**src/rtl/core_pkg.sv**
```systemverilog
// Shared vector-core types: VRF writeback beat format, instruction IDs and
// the writeback arbiter state encoding.
package core_pkg;

    localparam int unsigned NrVFU     = 4;
    localparam int unsigned InsnIDNum = 8;
    localparam int unsigned VrfAddrW  = 5;
    localparam int unsigned VrfDataW  = 32;

    typedef logic [$clog2(InsnIDNum)-1:0] insn_id_t;
    typedef logic [VrfAddrW-1:0]          vrf_addr_t;
    typedef logic [VrfDataW-1:0]          vrf_data_t;
    typedef logic [VrfDataW/8-1:0]        vrf_strb_t;

    typedef struct packed {
        vrf_addr_t waddr;
        vrf_data_t wdata;
        vrf_strb_t wbe;
        insn_id_t  insn_id;
        logic      last;
    } vrf_wb_req_t;

    typedef enum logic {
        IDLE,
        LOCKED
    } wb_arb_state_e;

endpackage

```
**src/rtl/vrf_wb_arbiter_rr_picker.sv**
```systemverilog
// Combinational round-robin picker: first set request at or above ptr_i,
// wrapping from N-1 back to 0.
module rr_picker #(
    parameter int unsigned N    = 4,
    parameter int unsigned IdxW = (N > 1) ? $clog2(N) : 1
) (
    input  logic [N-1:0]    req_i,
    input  logic [IdxW-1:0] ptr_i,
    output logic [N-1:0]    gnt_o,
    output logic [IdxW-1:0] idx_o,
    output logic            any_o
);

    always_comb begin
        int unsigned cand;
        cand  = 0;
        any_o = 1'b0;
        idx_o = '0;
        gnt_o = '0;
        for (int unsigned i = 0; i < N; i++) begin
            cand = (32'(ptr_i) + i) % N;
            if (!any_o && req_i[IdxW'(cand)]) begin
                any_o = 1'b1;
                idx_o = IdxW'(cand);
            end
        end
        for (int unsigned i = 0; i < N; i++) begin
            gnt_o[i] = any_o && (idx_o == IdxW'(i));
        end
    end

endmodule

```
**src/rtl/vrf_wb_arbiter.sv**
```systemverilog
// Arbitrates VFU writeback beats onto the single VRF write port. Bursts are
// locked to one requester; new instructions are gated by commit permission.
module vrf_wb_arbiter
    import core_pkg::*;
#(
    parameter int unsigned NrReq = NrVFU
) (
    input  logic                 clk_i,
    input  logic                 rst_ni,
    input  logic [NrReq-1:0]     wb_valid_i,
    output logic [NrReq-1:0]     wb_ready_o,
    input  vrf_wb_req_t          wb_req_i [NrReq],
    input  logic [InsnIDNum-1:0] insn_can_commit_i,
    output logic                 vrf_wvalid_o,
    input  logic                 vrf_wready_i,
    output vrf_wb_req_t          vrf_wreq_o,
    output logic                 wb_done_o,
    output insn_id_t             wb_done_id_o
);

    localparam int unsigned IdxW = (NrReq > 1) ? $clog2(NrReq) : 1;
    typedef logic [IdxW-1:0] idx_t;

    wb_arb_state_e state_q, state_d;
    idx_t          rr_ptr_q, rr_ptr_d;
    idx_t          owner_q, owner_d;
    logic          wvalid_q, wvalid_d;
    vrf_wb_req_t   wreq_q, wreq_d;

    logic [NrReq-1:0] eligible;
    logic [NrReq-1:0] pick_gnt;
    logic [NrReq-1:0] gnt_vec;
    idx_t             pick_idx;
    idx_t             gnt_idx;
    logic             pick_any;
    logic             out_free;
    logic             accept;

    always_comb begin
        eligible = '0;
        for (int unsigned k = 0; k < NrReq; k++) begin
            eligible[k] = wb_valid_i[k] && insn_can_commit_i[wb_req_i[k].insn_id];
        end
    end

    rr_picker #(
        .N    (NrReq),
        .IdxW (IdxW)
    ) u_picker (
        .req_i (eligible),
        .ptr_i (rr_ptr_q),
        .gnt_o (pick_gnt),
        .idx_o (pick_idx),
        .any_o (pick_any)
    );

    // Mid-burst only the owner may continue; commit permission was already
    // granted when its first beat went through.
    always_comb begin
        gnt_vec = '0;
        gnt_idx = pick_idx;
        if (state_q == IDLE) begin
            gnt_vec = pick_any ? pick_gnt : '0;
        end else begin
            gnt_idx          = owner_q;
            gnt_vec[owner_q] = wb_valid_i[owner_q];
        end
    end

    assign out_free   = !wvalid_q || vrf_wready_i;
    assign wb_ready_o = (out_free && rst_ni) ? gnt_vec : '0;
    assign accept     = |(wb_valid_i & wb_ready_o);

    always_comb begin
        state_d  = state_q;
        rr_ptr_d = rr_ptr_q;
        owner_d  = owner_q;
        wvalid_d = wvalid_q;
        wreq_d   = wreq_q;
        if (accept) begin
            wvalid_d = 1'b1;
            wreq_d   = wb_req_i[gnt_idx];
            if (wb_req_i[gnt_idx].last) begin
                state_d  = IDLE;
                rr_ptr_d = (gnt_idx == idx_t'(NrReq - 1)) ? '0 : idx_t'(gnt_idx + idx_t'(1));
            end else if (state_q == IDLE) begin
                state_d = LOCKED;
                owner_d = gnt_idx;
            end
        end else if (vrf_wready_i) begin
            wvalid_d = 1'b0;
        end
    end

    always_ff @(posedge clk_i) begin
        if (!rst_ni) begin
            state_q  <= IDLE;
            rr_ptr_q <= '0;
            owner_q  <= '0;
            wvalid_q <= 1'b0;
        end else begin
            state_q  <= state_d;
            rr_ptr_q <= rr_ptr_d;
            owner_q  <= owner_d;
            wvalid_q <= wvalid_d;
        end
    end

    always_ff @(posedge clk_i) begin
        wreq_q <= wreq_d;
    end

    assign vrf_wvalid_o = wvalid_q;
    assign vrf_wreq_o   = wreq_q;
    assign wb_done_o    = rst_ni && wvalid_q && vrf_wready_i && wreq_q.last;
    assign wb_done_id_o = wreq_q.insn_id;

endmodule
```
**config.mk**
```make
export PLATFORM = sky130hd
export DESIGN_NAME = vrf_wb_arbiter
export DESIGN_NICKNAME = d
export VERILOG_FILES = /design/src/rtl/core_pkg.sv /design/src/rtl/vrf_wb_arbiter_rr_picker.sv /design/src/rtl/vrf_wb_arbiter.sv
export SDC_FILE = /design/constraint.sdc
export NUM_CORES = 1
export LEC_CHECK = 0
export CAP_MARGIN = 20
export CORE_MARGIN = 2
export CORE_UTILIZATION = 25
export DETAILED_ROUTE_END_ITERATION = 7
export PLACE_DENSITY = 0.61
export SYNTH_ARGS = -nofsm -noshare
export SYNTH_HDL_FRONTEND = slang
export SYNTH_SLANG_ARGS = --single-unit
```
**constraint.sdc**
```tcl
create_clock -name clk_i -period 3.66 [get_ports clk_i]
set_input_delay 0.732 -clock clk_i [delete_from_list [all_inputs] [get_ports clk_i]]
set_output_delay 0.732 -clock clk_i [all_outputs]
set_load 0.005 [all_outputs]
```
### Yosys cells after proc, flatten, opt, wreduce, memory -nomap -nowiden

Cells that the tools add are included.
W data, S select, Z words.

| storage, ports and cells | value |
|---|---|
| input port bits | 195 |
| word-level logic and storage cells | 98 |
| output and inout port bits | 54 |
| flip-flop bits (word level) | 51 |

| cells by class | value |
|---|---|
| mux-type cells | 39 |
| magnitude comparators | 11 |
| bitwise operators | 5 |
| reductions and logical operators | 26 |
| $add $sub $neg | 4 |
| equal/unequal tests | 4 |

Operators by type and width:

| cell | number |
|---|---|
| $bmux W45 S2 | 1 |
| $mux W45 | 2 |
| $mux W1 | 17 |
| $logic_and A1 B1 Y1 | 16 |
| $lt A3 B4 Y1 const B | 4 |
| $lt A2 B3 Y1 const B | 5 |
| $bmux W1 S3 | 4 |
| $mux W2 | 6 |
| $mux W4 | 3 |
| $bmux W1 S2 | 5 |
| $and A4 B4 Y4 | 2 |
| $eq A2 B2 Y1 const B | 3 |
| $add A2 B1 Y2 const B | 2 |
| $add A2 B2 Y2 const B | 2 |
| $logic_not A1 Y1 | 4 |
| $reduce_or A4 Y1 | 1 |
| $ge A3 B3 Y1 const B | 1 |
| $not A2 Y3 | 1 |
| $reduce_and A3 Y1 | 1 |
| $demux W1 S2 | 1 |
| $eq A2 B1 Y1 const B | 1 |
| $ge A2 B1 Y1 const B | 1 |
| $logic_not A2 Y1 | 1 |
| $not A1 Y1 | 2 |
| other kinds (3) | 3 |

### Depth between registers and ports, before layout

Gate-level depths: netlist of run 1.

| logic depth | value |
|---|---|
| depth after elaboration | 23 |
| depth in mapped cells | 11 |
| depth with buffers taken out | 9 |

### By module

Synthesis of run 1 repeated with hierarchy kept, for this count alone.

| unflattened totals | value |
|---|---|
| cell total of the unflattened synthesis | 216 |
| area total of the unflattened synthesis | 3442.1 um2 |

Modules (own cells, without submodules):

| module | sequential area each (um2) | times used | area each (um2) | cells each |
|---|---|---|---|---|
| vrf_wb_arbiter | 1471.4 | 1 | 3230.6 | 183 |
| rr_picker | 0.0 | 1 | 211.5 | 33 |

### Least setup slack after synthesis of run 1

Ideal clock, no wire load.

| timing path | value |
|---|---|
| path kind | input -> register |
| start | input wb_req_i[136] in the netlist's numbering |
| end | register wreq_q, in the netlist vrf_wreq_o[0], enable pin |
| arrival | 2.996 ns |
| slack | 0.281 ns |
| buffers on the path | 0 |
| required time | 3.277 ns |
| stages on the path | 7 |
| cell sequence | mux4_2 -> o22ai_1 -> o31ai_2 -> a221oi_4 -> nor2_1 -> nor3_1 -> or2_2 |

| between the ends | value |
|---|---|
| longest elaborated chain between the ends | 22 |

RTL lines:

| what | RTL line | source |
|---|---|---|
| from (decl) | vrf_wb_arbiter.sv:12 | `input vrf_wb_req_t wb_req_i [NrReq],` |
| $bmux W1 S3 * | vrf_wb_arbiter.sv:42 | `eligible[k] = wb_valid_i[k] && insn_can_commit_i[wb_req_i[k].insn_id];` |
| $mux W1 (implied by the code) * | vrf_wb_arbiter.sv:42 |  |
| $logic_and A1 B1 Y1 * | vrf_wb_arbiter.sv:42 |  |
| $bmux W1 S2 | vrf_wb_arbiter_rr_picker.sv:22 | `if (!any_o && req_i[IdxW'(cand)]) begin` |
| $mux W1 (implied by the code) | vrf_wb_arbiter_rr_picker.sv:22 |  |
| $mux W1 | vrf_wb_arbiter_rr_picker.sv:22 |  |
| $logic_not A1 Y1 | vrf_wb_arbiter_rr_picker.sv:22 |  |
| $logic_and A1 B1 Y1 | vrf_wb_arbiter_rr_picker.sv:22 |  |
| (+8 left out) | -- |  |
| $logic_and A1 B1 Y1 | vrf_wb_arbiter_rr_picker.sv:28 | `gnt_o[i] = any_o && (idx_o == IdxW'(i));` |
| $mux W4 * | vrf_wb_arbiter.sv:63 | `gnt_vec = pick_any ? pick_gnt : '0;` |
| $mux W4 * | vrf_wb_arbiter.sv:62 | `if (state_q == IDLE) begin` |
| $mux W4 * | vrf_wb_arbiter.sv:71 | `assign wb_ready_o = (out_free && rst_ni) ? gnt_vec : '0;` |
| via wb_ready_o[2] | vrf_wb_arbiter.sv:11 | `output logic [NrReq-1:0] wb_ready_o,` |
| $and A4 B4 Y4 * | vrf_wb_arbiter.sv:72 | `assign accept = \|(wb_valid_i & wb_ready_o);` |
| $reduce_or A4 Y1 * | vrf_wb_arbiter.sv:72 |  |
| via accept | vrf_wb_arbiter.sv:37 | `logic accept;` |
| to (signal assigned) | vrf_wb_arbiter.sv:110 | `wreq_q <= wreq_d;` |
| to (decl) | vrf_wb_arbiter.sv:28 | `vrf_wb_req_t wreq_q, wreq_d;` |

Mark *: on every way through the listed nets, which the timed path passes. The rest lies on a longest branch. The select of a mux whose other input is x is not followed.
A chain may end at the register's enable or synchronous reset.

### Final worst setup path of run 1

| timing path | value |
|---|---|
| start | input wb_req_i[138] in the netlist's numbering |
| end | output wb_ready_o[1] |

| between the ends | value |
|---|---|
| longest elaborated chain between the ends | 20 |

RTL lines:

| what | RTL line |
|---|---|
| $bmux W1 S3 * | vrf_wb_arbiter.sv:42 |
| $mux W1 (implied by the code) * | vrf_wb_arbiter.sv:42 |
| $logic_and A1 B1 Y1 * | vrf_wb_arbiter.sv:42 |
| $bmux W1 S2 | vrf_wb_arbiter_rr_picker.sv:22 |
| $mux W1 (implied by the code) | vrf_wb_arbiter_rr_picker.sv:22 |
| $mux W1 | vrf_wb_arbiter_rr_picker.sv:22 |
| $logic_not A1 Y1 | vrf_wb_arbiter_rr_picker.sv:22 |
| $logic_and A1 B1 Y1 | vrf_wb_arbiter_rr_picker.sv:22 |
| (+4 left out) | -- |
| $logic_not A1 Y1 | vrf_wb_arbiter_rr_picker.sv:22 |
| $logic_and A1 B1 Y1 | vrf_wb_arbiter_rr_picker.sv:22 |
| $mux W2 | vrf_wb_arbiter_rr_picker.sv:22 |
| $eq A2 B1 Y1 | vrf_wb_arbiter_rr_picker.sv:28 |
| $logic_and A1 B1 Y1 | vrf_wb_arbiter_rr_picker.sv:28 |
| $mux W4 * | vrf_wb_arbiter.sv:63 |
| $mux W4 * | vrf_wb_arbiter.sv:62 |
| $mux W4 * | vrf_wb_arbiter.sv:71 |
| to (decl) | vrf_wb_arbiter.sv:11 |

Every way passes the cells marked *; elsewhere a longest branch is shown, timed or not. The select of a mux whose other input is x is not followed.

==> results of run 1 <==
## timing repair
action	in CTS	in global routing
setup endpoints to repair	4	56
setup buffers	10	4
gates resized for setup	39	10
pin swaps	11	8
## Yosys cell counts, drive strengths merged, types with 3 or more instances
master / instances
nand3: 8
nor3: 3
mux4: 4
dfxtp: 6
a21oi: 43
edfxtp: 45
o22ai: 3
inv: 6
or2: 4
nor2: 11
a31oi: 6
and2: 3
clkbuf: 16
nand2: 20
nand2b: 4
a22oi: 3
a211oi: 42
nor2b: 45
mux2: 6
mux2i: 51
buf: 16
a41oi: 3
a221oi: 3
o31ai: 3
## sequential cells by signal, indices dropped and copies added (netlist names)
register / cells
rr_ptr_q: 2
owner_q: 2
state_q: 1
vrf_wvalid_o: 1
wb_done_id_o: 3
vrf_wreq_o: 42
## worst max path at each step
| stage | start | end | cells after the start |
|---|---|---|---|
| 4_1_cts | insn_can_commit_i[2] | wb_ready_o[2] | 8 |
| 6_report | wb_req_i[138] | wb_ready_o[1] | 11 |
| 3_5_place_dp | wb_req_i[136] | wb_ready_o[1] | 9 |
| 5_1_grt | wb_req_i[138] | wb_ready_o[1] | 12 |
| 2_1_floorplan | wb_req_i[136] | vrf_wreq_o[0] | 7 |
| 3_3_place_gp | wb_req_i[136] | wb_ready_o[2] | 9 |
## through the flow
| stage | area [µm²] | TNS, ns |
|---|---|---|
| global placement | 6782 | -6.833 |
| global route | 7112 | 0 |
| finish | 7112 | 0 |
| floorplan | 3762 | 0 |
| detailed placement | 6782 | -11.79 |
| CTS | 7048 | 0 |
## cell families (layout without fill, tap and decap cells)
kind of cell	after synthesis	in the layout	synth area share (%)
fa+ha+maj	1	1	0.3325
compound gates	122	122	23.11
mux	61	61	17.86
flops	51	51	39.11
simple gates	104	104	15.06
buf+inv	38	321	4.523
## power by group through the flow
stage	logic (W)	clock network, W	registers, W
4_1_cts	0.00207	0.000499	0.00104
2_1_floorplan	0.000958	0	0.00104
3_3_place_gp	0.00197	0	0.00104
5_1_grt	0.00225	0.000517	0.00106
6_report	0.00207	0.000473	0.00103
3_5_place_dp	0.00200	0	0.00105
## area by class of cell
type	instances	area [µm²]	share of cell area [%]
inverters	6	22.52	0.3167
clock inverters	3	18.77	0.2639
multi-input cells	288	2237	31.46
repair buffers	307	3007	42.28
clock buffers	5	125.1	1.759
flip-flops and latches	51	1471	20.69
well taps	184	230.2	3.237
## worst max-delay path, cell delays in order
cell and delay (ns):
clkdlybuf4s50_1 0.49, mux4_2 0.33, o22ai_4 0.24, buf_4 0.16, buf_6 0.10, o31ai_4 0.08
a221oi_4 0.28, buf_6 0.14, buf_4 0.12, a211oi_2 0.04, buf_2 0.14
## per-layer routing
layer | vias up | wire length [µm] | GRT usage, %
li1 | 2020 | - | -
met1 | 1921 | 5615 | 18.94
met2 | 190 | 7281 | 31.89
met3 | 34 | 1051 | 4.260
met4 | 0 | 456 | 6.658
met5 | - | 0 | 0
==> flow_summary.json, run 1 <==
{
  "final_cells": 844,
  "antenna_found_initial": 0,
  "yosysSeqAreaShare_pct": 39.11,
  "dr.pass1.iters": 4,
  "p_sw_share_pct": 35.15,
  "cts.reportedPaths.clkPinSlew_ns": 0.06,
  "grt_max_degree": 77,
  "p_int_w": 0.002319,
  "root_buffer": "clkbuf_16",
  "worstSkewPairLatency_ns": 0.30,
  "finalCritPeriodShare_pct": 97.60,
  "rrSetupSlack_ns": 0.98,
  "die_y_um": 126.7,
  "routabilityCongestion": 0.9215,
  "finalSetupViolations": 0,
  "synth-seq-cells": 51,
  "numClockSinks": 51,
  "initial_core_util_pct": 25.69,
  "hold_class": "reg2reg",
  "r2r-start": "rr_ptr_q[1]",
  "slew_violations": 0,
  "yosysUniqueCellTypes": 49,
  "n_antenna_cell": 0,
  "viasPerCell": 4.935,
  "dpl_worst_slack_ns": -0.6830,
  "final-hold-violation-count": 0,
  "whs_ns": 0.5596,
  "core_area_mm2": 0.01464,
  "outcome": "finished clean",
  "htree_levels": 2,
  "nNetsFinal": 855,
  "die-area_mm2": 0.01605,
  "num_vias": 4165,
  "rr_endpoint": "owner_q[0]",
  "p_clk_share_pct": 13.2,
  "syn_to_final_growth_pct": 89.03,
  "hold_depth": 2,
  "synth-edff-count": 45,
  "rsz0062_at_grt": "no",
  "worst_setup_path_end_kind": "output port",
  "seq_power_share_pct": 28.9,
  "drc": 0,
  "worst_pin_slew_ns": 0.5844,
  "numCtsBuffers": 5,
  "netlist_area_mm2": 0.003762,
  "pin_count": 249,
  "power.switching_w": 0.001257,
  "setup_slack_ns": 0.08793,
  "clk_path_buf_depth": 2,
  "start_kind": "input pin",
  "layout_common_cells": "clkdlybuf4s50_1, mux2i_1, buf_4",
  "p_leak_nw": 2.818,
  "post-place-cells": 822,
  "drt_iter0_markers": 177,
  "ff2ff_path_depth": 9,
  "netlist_instances": 377,
  "netlist_top_cells_area": "edfxtp_1, mux2i_1, a211oi_1",
  "period_minus_slack_ns": 3.572,
  "required_ns": 2.93,
  "critPathArrivalTime_ns": 2.84,
  "synth_async_sr_flop_share_pct": 0,
  "cts_tree": "yes",
  "grt_pass1_vias": 4350,
  "min_to": "rr_ptr_q[0]",
  "io_buffers": 248,
  "dp_hpwl_um": 11480,
  "min_from": "rr_ptr_q[0]",
  "drive_gt1_share_pct": 15.91,
  "wl_per_cell_um": 17.07,
  "max_slew_margin_pct": 60.63,
  "die_w_um": 126.7,
  "maxCapViolCount": 0,
  "cellPowerDensity_mw_per_mm2": 502.8,
  "grt_pass1_wl_um": 21950,
  "grt_overflow": 0,
  "wirelength_um": 14400,
  "netlist.area_leader.share_pct": 35.92,
  "ys.flop_type": "edfxtp_1",
  "layout_commonest_cell": "clkdlybuf4s50_1",
  "fin_skew_ns": 0.007624,
  "path_max_fanout": 3,
  "synth_nets": 573,
  "ys.warnings.count": 0,
  "holdBufCountCts": 0,
  "fin_util_pct": 48.56,
  "criticalPathCategory": "in2out",
  "rows": 44,
  "ir_drop_mv": 0.2921,
  "totalPowerFinal_w": 0.003576,
  "synth_top_cell_by_area": "edfxtp_1",
  "syn_area_per_cell_um2": 9.980,
  "p_comb_share_pct": 57.9,
  "postRouteAntennaNets": 0,
  "max_clock_freq_mhz": 280.0,
  "fill_cells": 1373,
  "track_usage_pct": 17.23
}
No activity file was read; power rests on OpenSTA's default activity.
==> inputs of run 2 (changes only) <==
CORE_UTILIZATION = 30   (was 25)
PLACE_DENSITY = 0.71   (was 0.61)
SLEW_MARGIN = 10   (was default)
==> run 2 against run 1 <==
Effect of this change: total power grew 2.4%; sequential power is essentially flat; clock skew grew 0.0017 ns; maximum frequency shrank 0.17%; largest power group unchanged; final cell count shrank 1.4%.
==> flow_summary.json, run 2 (synthesis gave the netlist of run 1 again) <==
{
  "outcome": "finished clean",
  "cts.reportedPaths.clkPinSlew_ns": 0.07,
  "grt_overflow": 0,
  "dp_hpwl_um": 10960,
  "path_max_fanout": 15,
  "max_clock_freq_mhz": 279.5,
  "worst_pin_slew_ns": 0.5905,
  "initial_core_util_pct": 31.06,
  "ir_drop_mv": 0.3402,
  "final-hold-violation-count": 0,
  "slew_violations": 0,
  "design_area_mm2": 0.007164,
  "rows": 40,
  "postRouteAntennaNets": 0,
  "die_y_um": 116.0,
  "finalSetupTns_ns": 0,
  "track_usage_pct": 18.93,
  "cellPowerDensity_mw_per_mm2": 511.2,
  "fill_cells": 1088,
  "maxCapViolCount": 0,
  "cpMaxStageDelayCell": "clkdlybuf4s50_1",
  "placed_cell_area_mm2": 0.006769,
  "worstSkewPairLatency_ns": 0.29,
  "layout_commonest_cell": "clkdlybuf4s50_1",
  "cp.buffers_inverters": 7,
  "core_area_mm2": 0.01211,
  "ff_latch_area_mm2": 0.001471,
  "critPathArrivalTime_ns": 3.59,
  "routabilityCongestion": 0.9229,
  "grt_pass1_vias": 4020,
  "cp_top_family": "buffers and inverters",
  "viasPerCell": 4.942,
  "p_leak_nw": 2.843,
  "pin_count": 249,
  "drt_iter0_markers": 147,
  "layout_common_cells": "clkdlybuf4s50_1, buf_4, mux2i_1",
  "crit_top_cell": "buf_4",
  "numClockSinks": 51,
  "clk_path_buf_depth": 2,
  "wl_per_cell_um": 16.89,
  "die_w_um": 116.0,
  "holdBufCountCts": 0,
  "rr_endpoint": "vrf_wreq_o[35]",
  "min_to": "rr_ptr_q[0]",
  "num_vias": 4112,
  "die-area_mm2": 0.01345,
  "dr.pass1.iters": 4,
  "nNetsFinal": 859,
  "multiInputGateArea_mm2": 0.002270,
  "hold_depth": 2,
  "max_stage_delay_ns": 0.50,
  "antenna_found_initial": 0,
  "max_slew_margin_pct": 60.63,
  "cts_tree": "yes",
  "drive_gt1_share_pct": 16.87,
  "drc": 0,
  "io_buffers": 248,
  "hold_class": "reg2reg",
  "root_buffer": "clkbuf_16",
  "finalSetupViolations": 0,
  "grt_max_degree": 71,
  "min_from": "rr_ptr_q[0]",
  "grt_pass1_wl_um": 20070,
  "worst_setup_path_end_kind": "register",
  "numCtsBuffers": 5,
  "wirelength_um": 14050,
  "n_antenna_cell": 0,
  "start_kind": "input pin",
  "syn_to_final_growth_pct": 90.42,
  "path_cells": "clkdlybuf4s50_1 > mux4_2 > o22ai_4 > nor4_1 > a31oi_1 > a21oi_1 > buf_4 > buf_4 > buf_4 > buf_4 > buf_4 > a221oi_4 > or2_4 > clkbuf_16",
  "period_minus_slack_ns": 3.578,
  "largest_register_ffs": 42,
  "required_ns": 3.67,
  "htree_levels": 2,
  "rrSetupSlack_ns": 1.02,
  "fin_skew_ns": 0.009319,
  "finalCritPeriodShare_pct": 97.76,
  "ff2ff_path_depth": 9,
  "criticalPathCategory": "in2reg",
  "r2r-start": "rr_ptr_q[0]"
}
[run 2: cell type report]
| type | count | area share (%) |
|---|---|---|
| flip-flops and latches | 51 | 20.54 |
| well taps | 168 | 2.934 |
| inverters | 6 | 0.3144 |
| repair buffers | 310 | 42.14 |
| clock inverters | 3 | 0.6462 |
| multi-input cells | 289 | 31.68 |
| clock buffers | 5 | 1.746 |
[run 2: through the flow]
step           utilization [%]  setup WS [ns]  power, W  std cells  hold slack (ns)
3_5_place_dp             55.89        -0.6634  0.003024        812           0.5282
2_1_floorplan                -         0.2808  0.001998        377           0.4771
3_3_place_gp             55.89        -0.5635  0.002988        812           0.5094
4_1_cts                  58.37     0.00003575  0.003640        829           0.5382
6_report                 59.15        0.08198  0.003662        832           0.5366
5_1_grt                  59.15       -0.03155  0.003900        832           0.5680
[run 2: worst max path at each step]
| stage | startpoint | cells past startpoint | end |
|---|---|---|---|
| floorplan | wb_req_i[136] | 7 | vrf_wreq_o[0] |
| global placement | wb_req_i[136] | 9 | wb_ready_o[1] |
| detailed placement | wb_req_i[136] | 9 | wb_ready_o[1] |
| CTS | insn_can_commit_i[2] | 10 | vrf_wreq_o[35] |
| global route | wb_req_i[46] | 14 | vrf_wreq_o[42] |
| finish | wb_req_i[138] | 14 | vrf_wreq_o[19] |
[run 2: tightest hold or removal path: stages, from the launching register on]
cell and delay [ns]:
dfxtp_1 0.36, nand2_1 0.08, mux2i_1 0.06
[run 2: what timing repair did]
action,4_1_cts,5_1_grt
gates resized for setup,43,12
setup endpoints to repair,46,96
hold endpoints to repair,0,0
pin swaps,11,9
gates cloned,0,2
setup buffers,9,1
[run 2: routing by layer]
| metal | GRT usage (%) | up-vias | share of wire, % | routed length [µm] |
|---|---|---|---|---|
| li1 | - | 2032 | - | - |
| met1 | 22.07 | 1884 | 41 | 5701 |
| met2 | 35.01 | 177 | 50 | 7054 |
| met3 | 4.864 | 19 | 7.8 | 1102 |
| met4 | 3.889 | 0 | 1.4 | 195 |
| met5 | 0 | - | 0 | 0 |
[run 2: power breakdown]
group          internal, W  leakage (nW)  switching [W]
sequential        0.000943         0.473      0.0000813
clock             0.000325        0.0804       0.000218
combinational      0.00114          2.29       0.000954
